**config.mk**
```make
export PLATFORM = sky130hd
export DESIGN_NAME = rr_mux_arbiter
export DESIGN_NICKNAME = d
export VERILOG_FILES = /design/src/rtl/rr_mux_arbiter.sv
export SDC_FILE = /design/constraint.sdc
export NUM_CORES = 1
export LEC_CHECK = 0
export CORE_MARGIN = 2
export CORE_UTILIZATION = 42
export DETAILED_ROUTE_END_ITERATION = 12
export PLACE_DENSITY = 0.93
export SYNTH_ARGS = -nofsm -noshare
export SYNTH_HDL_FRONTEND = slang
export SYNTH_SLANG_ARGS = --single-unit
```
**constraint.sdc**
```tcl
create_clock -name clk -period 3.4 [get_ports clk]
set_input_delay 0.51 -clock clk [delete_from_list [all_inputs] [get_ports clk]]
set_output_delay 0.51 -clock clk [all_outputs]
set_load 0.02 [all_outputs]
```
**src/rtl/rr_mux_arbiter.sv**
```systemverilog
// rr_mux_arbiter: round-robin 3:1 arbiter; A/B/C valid-ready inputs, grant S (3=none), registered Y/y_valid with y_ready backpressure
module rr_mux_arbiter #(
  parameter int WIDTH = 32
) (
  input  logic             clk,
  input  logic             rst,
  input  logic             a_valid,
  input  logic [WIDTH-1:0] A,
  output logic             a_ready,
  input  logic             b_valid,
  input  logic [WIDTH-1:0] B,
  output logic             b_ready,
  input  logic             c_valid,
  input  logic [WIDTH-1:0] C,
  output logic             c_ready,
  output logic [1:0]       S,
  output logic [WIDTH-1:0] Y,
  output logic             y_valid,
  input  logic             y_ready
);
  logic [1:0] lg, p0, p1;
  logic [2:0] v;
  logic can_accept, accept;
  always_comb begin
    v = {c_valid, b_valid, a_valid};
    p0 = lg == 2'd2 ? 2'd0 : lg + 2'd1;
    p1 = p0 == 2'd2 ? 2'd0 : p0 + 2'd1;
    S = v[p0] ? p0 : v[p1] ? p1 : v[lg] ? lg : 2'd3;
    can_accept = !rst && (!y_valid || y_ready);
    accept = S != 2'd3 && can_accept;
    a_ready = accept && S == 2'd0;
    b_ready = accept && S == 2'd1;
    c_ready = accept && S == 2'd2;
  end
  always_ff @(posedge clk or posedge rst)
    if (rst) begin
      y_valid <= 1'b0;
      Y <= '0;
      lg <= 2'd2;
    end else if (accept) begin
      Y <= S == 2'd0 ? A : S == 2'd1 ? B : C;
      y_valid <= 1'b1;
      lg <= S;
    end else if (y_ready) y_valid <= 1'b0;
endmodule
```
# Yosys cells after proc, flatten, opt, wreduce, memory -nomap -nowiden

Index checks and enable logic that the tools add are counted.

Add/subtract/negate cells: 2
Magnitude comparators: 3
Equality and inequality tests: 5
Multiplexer cells: 15
Reduce and logical (&&, ||, !) cells: 10

Operator list:

| cell                                                                          | count |
|---|---|
| 32-bit two-way mux                                                            | 2 |
| 2-bit two-way mux                                                             | 5 |
| 2-bit by 3-bit less-than comparator with 1-bit output (second input constant) | 3 |
| 1-bit binary-select mux with 2-bit select                                     | 3 |
| 2-bit == test (second input constant)                                         | 3 |
| 1-bit logical AND                                                             | 5 |
| 1-bit two-way mux                                                             | 5 |
| 2-bit by 1-bit adder with 2-bit output (second input constant)                | 2 |
| 2-bit by 1-bit == test with 1-bit output (second input constant)              | 1 |
| 1-bit zero test                                                               | 2 |
| 2-bit zero test                                                               | 1 |
| 2-bit != test (second input constant)                                         | 1 |
| 2-bit nonzero test                                                            | 1 |
| 1-bit logical OR                                                              | 1 |

Register bits: 35
Bits of input ports: 102
Output and inout bits: 38
Logic and storage cells: 38

# Longest topological paths before layout

Depth in word-level cells: 11
Depth in mapped cells: 6
Gate-level depth less buffers: 4

# Worst setup path before layout

No wires, ideal clock.

Path type: input to output
Start point: input port rst
End point: output port b_ready
Data arrival time: 1.977 ns
Required time: 2.890 ns
Setup slack: 0.913 ns
Stages on the path: 3
Path buffers: 0
Path through: inv_1 -> o311ai_4 -> nor2b_1

Cells in the longest elaborated chain, start to end: 4

RTL lines:

| what                      | line | source |
|---|---|---|
| start: declaration        | 6    | `input logic rst,` |
| 1-bit zero test (no line) | --   |  |
| 1-bit logical AND         | 29   | `can_accept = !rst && (!y_valid \|\| y_ready);` |
| 1-bit logical AND         | 30   | `accept = S != 2'd3 && can_accept;` |
| 1-bit logical AND         | 32   | `b_ready = accept && S == 2'd1;` |
| end: declaration          | 12   | `output logic b_ready,` |

Every way passes these cells.

# Worst setup path after layout

Start point: input port b_valid
End point: output port b_ready

Cells in the longest elaborated chain, start to end: 8
Elaborated cells on any way between the ends: 13
Classes of those cells: eq/ne: 2; mux: 9; reduce/logical: 2

RTL lines:

| what                                      | line | source |
|---|---|---|
| start: declaration                        | 10   | `input logic b_valid,` |
| 1-bit binary-select mux with 2-bit select | 28   | `S = v[p0] ? p0 : v[p1] ? p1 : v[lg] ? lg : 2'd3;` |
| 1-bit two-way mux (implied by the code)   | 28   |  |
| 2-bit two-way mux (2 in series)           | 28   |  |
| 2-bit two-way mux (*)                     | 28   |  |
| 2-bit != test                             | 30   |  |
| 1-bit logical AND                         | 30   |  |
| 1-bit logical AND (*)                     | 32   |  |

Every way passes the cells marked *; elsewhere a longest branch is shown, timed or not. The select of a mux whose other input is x is not followed.

==> metrics.cfg <==
[sta]
clock.fmax_mhz=340.2
fin_crit_sh_pct=86.47
setup_ws_ps=460.2
tns_ps=0
fin_crit_ps=2940
setup_viol=0
tightest_slew_ps=527.6
fin_worst_skew_ps=4.543
rsz0062_at_grt=no
hold_viol=0
maxSlewViolCount=0
relSlewSlack_pct=64.83

[critical_path]
r2r_start=lg[1]
cp_slowest_cell=clkdlybuf4s50_1
reg2regPathDepth=5
crit_buf_inv=2
cp-start-kind=input pin
timing_worst_setup_path_type=input pin to output port
cp_max_fo=5
crit_path_cell_trace=clkdlybuf4s50_1, nand2b_4, o22ai_1, nor2b_1, clkdlybuf4s50_1
critPathArrivalTime_ps=2430
required_ps=2890
cp.depth=5
r2r-end=Y[6]
startpoint=b_valid
endpoint=b_ready
ff2ff_setup_slack_ps=1420
crit_top_cell=clkdlybuf4s50_1
slowest_delay_ps=720
crit_family=buffers and inverters
cp-end-kind=output port

[logic_synthesis]
yosysWarningCount=0
synth_top_cells_by_count=a21oi_1 (64), nor2_1 (62), dfrtp_1 (34)
synthFlopType=dfrtp_1
synth_edf_count=0
syn-num-nets=415
netlist.area_leader.share_pct=33.40
yosysSeqAreaShare_pct=34.43
async_reset_ff_share_pct=100.0
yosysUniqueCellTypes=30
synth.most_common_cell=a21oi_1
synth_largest_area_cell=dfrtp_1
avgSynthCellArea_um2=8.139
yosys-top-cells-area=dfrtp_1 (33%), a21oi_1 (13%), nor2_1 (9.1%), o31ai_1 (6.2%), a22oi_2 (5.9%)
postSynthCellCount=313
syn_area_mm2=0.002547
ys_seq_elements=35

[die]
die_area_mm2=0.006704
core_area_mm2=0.005886
die_height_um=81.88
start_util_pct=43.28
ios=140
std_cell_rows=28
die_w_um=81.88

[pwr]
power_mw=1.851
pwr-share-seq_pct=31.6
p_clk_share_pct=16.8
ir_worst_vdd_mv=0.2718
p_int_mw=1.142
p_leak_nw=1.678
power.switching_mw=0.7083
combPwrFrac_pct=51.6
cellPowerDensity_mw_per_mm2=457.8
switching_share_pct=38.27

[final_layout]
drive_gt1_share_pct=11.54
antenna_cells=0
utilization_pct=68.69
area_growth_pct=58.69
nets=544

[clocking]
ctsHoldBuffers=0
post_cts_resize_count=0
cts_tree=built
post-cts-setup-buffers=0
cts_buffers=5
clock_sinks=35
cts_buffer_depth=2
clk_pin_slew_worst_paths_ps=70
cts-root-buf=clkbuf_8
clk_latency_ps=280
htreeDepth=2

[global_route]
grt_util_met3_pct=5.055
grt_most_used_layer=met2
antenna_found_initial=0
grt-ovfl-total=0
grt_pass1_wl_um=13390
grt.met2_usage_pct=49.35
grtUsageTotal_pct=26.36
grt_pass1_vias=2834
grt_max_degree=52
grtUsageMet1_pct=28.94

[drt]
first_pass_iters=4
avgRoutedWirePerCell_um=16.62
vias_per_cell=5.485
wirelength_um=8594
ant_nets=0
drt-initial-drc-count=165
via_count=2836
post-route-drc-count=0

[job]
cap_viol_max_count=0

[place]
gp_congestion=0.8621
hpwl_um=6313
port_buffers=139
pre_cts_ws_ps=503.5

[worst_hold_path]
hold_path_class=flop to flop

[run_status]
status=finished, final reports clean

## power groups by stage
| stage | logic [mW] | registers, mW | clock network, mW |
|---|---|---|---|
| detailed placement | 0.956 | 0.591 | 0 |
| finish | 0.955 | 0.585 | 0.311 |
| CTS | 0.958 | 0.586 | 0.318 |
| global placement | 0.932 | 0.587 | 0 |
| floorplan | 0.425 | 0.703 | 0 |
| global route | 1.03 | 0.598 | 0.339 |
## sequential cells by signal, indices dropped and copies added (netlist names)
register	flops
Y	32
lg	2
y_valid	1
## cells by family after synthesis
family          after synthesis  share of synthesized area (%)
simple gates                106                          17.34
flops                        35                          34.43
buf+inv                      35                          8.350
compound gates              137                          39.88
## stage by stage
stage	instance area [um2]	hold WS, ps	cells
CTS	4043	482.7	517
finish	4043	481.4	517
global route	4043	503.2	517
global placement	3955	458.4	510
detailed placement	3955	466.8	510
floorplan	2547	533.6	313
## per-layer routing
metal	vias to the layer above	wire (um)
li1	1378	-
met1	1304	3313
met2	131	4397
met3	23	612
met4	0	270
met5	-	0
## layout make-up
cell class	instances	area, um2
multi-input cells	243	1460
repair buffers	153	1509
flip-flops and latches	35	877.1
well taps	75	93.84
clock buffers	6	82.58
inverters	4	15.01
clock inverters	1	5.005
fillers	466	1843
## cells in the final DEF (no fill, tap or decap), drive strengths merged
| cell | Yosys | routed |
|---|---|---|
| a21boi | 1 | 1 |
| a21o | 3 | 3 |
| a21oi | 65 | 65 |
| a22oi | 31 | 31 |
| a2bb2oi | 2 | 2 |
| and2 | 1 | 1 |
| and3 | 1 | 1 |
| buf | 30 | 14 |
| clkbuf | 1 | 6 |
| clkdlybuf4s50 | 0 | 139 |
| clkinv | 0 | 1 |
| dfrtp | 34 | 34 |
| dfstp | 1 | 1 |
| inv | 4 | 4 |
| nand2 | 31 | 31 |
| nand2b | 2 | 2 |
| nand3b | 2 | 2 |
| nor2 | 62 | 62 |
| nor2b | 6 | 6 |
| nor3 | 1 | 1 |
| o21ai | 1 | 1 |
| o22ai | 1 | 1 |
| o311ai | 1 | 1 |
| o31ai | 31 | 31 |
| o32a | 1 | 1 |
## worst min-delay path: cells and delay by family (launching register included)
| kind | cells | cell delay, ps |
|---|---|---|
| flops | 1 | 340 |
| compound gates | 1 | 60 |
| simple gates | 1 | 50 |
## worst min-delay path by stage
stage | start | end | slack, ps | cells past startpoint
6_report | Y[30] | Y[30] | 480 | 2
5_1_grt | Y[5] | Y[5] | 500 | 2
4_1_cts | Y[30] | Y[30] | 480 | 2
3_5_place_dp | Y[30] | Y[30] | 470 | 2
3_3_place_gp | Y[4] | Y[4] | 460 | 2
2_1_floorplan | lg[0] | lg[0] | 530 | 1
Note: power is estimated with default switching activity, not from simulation.
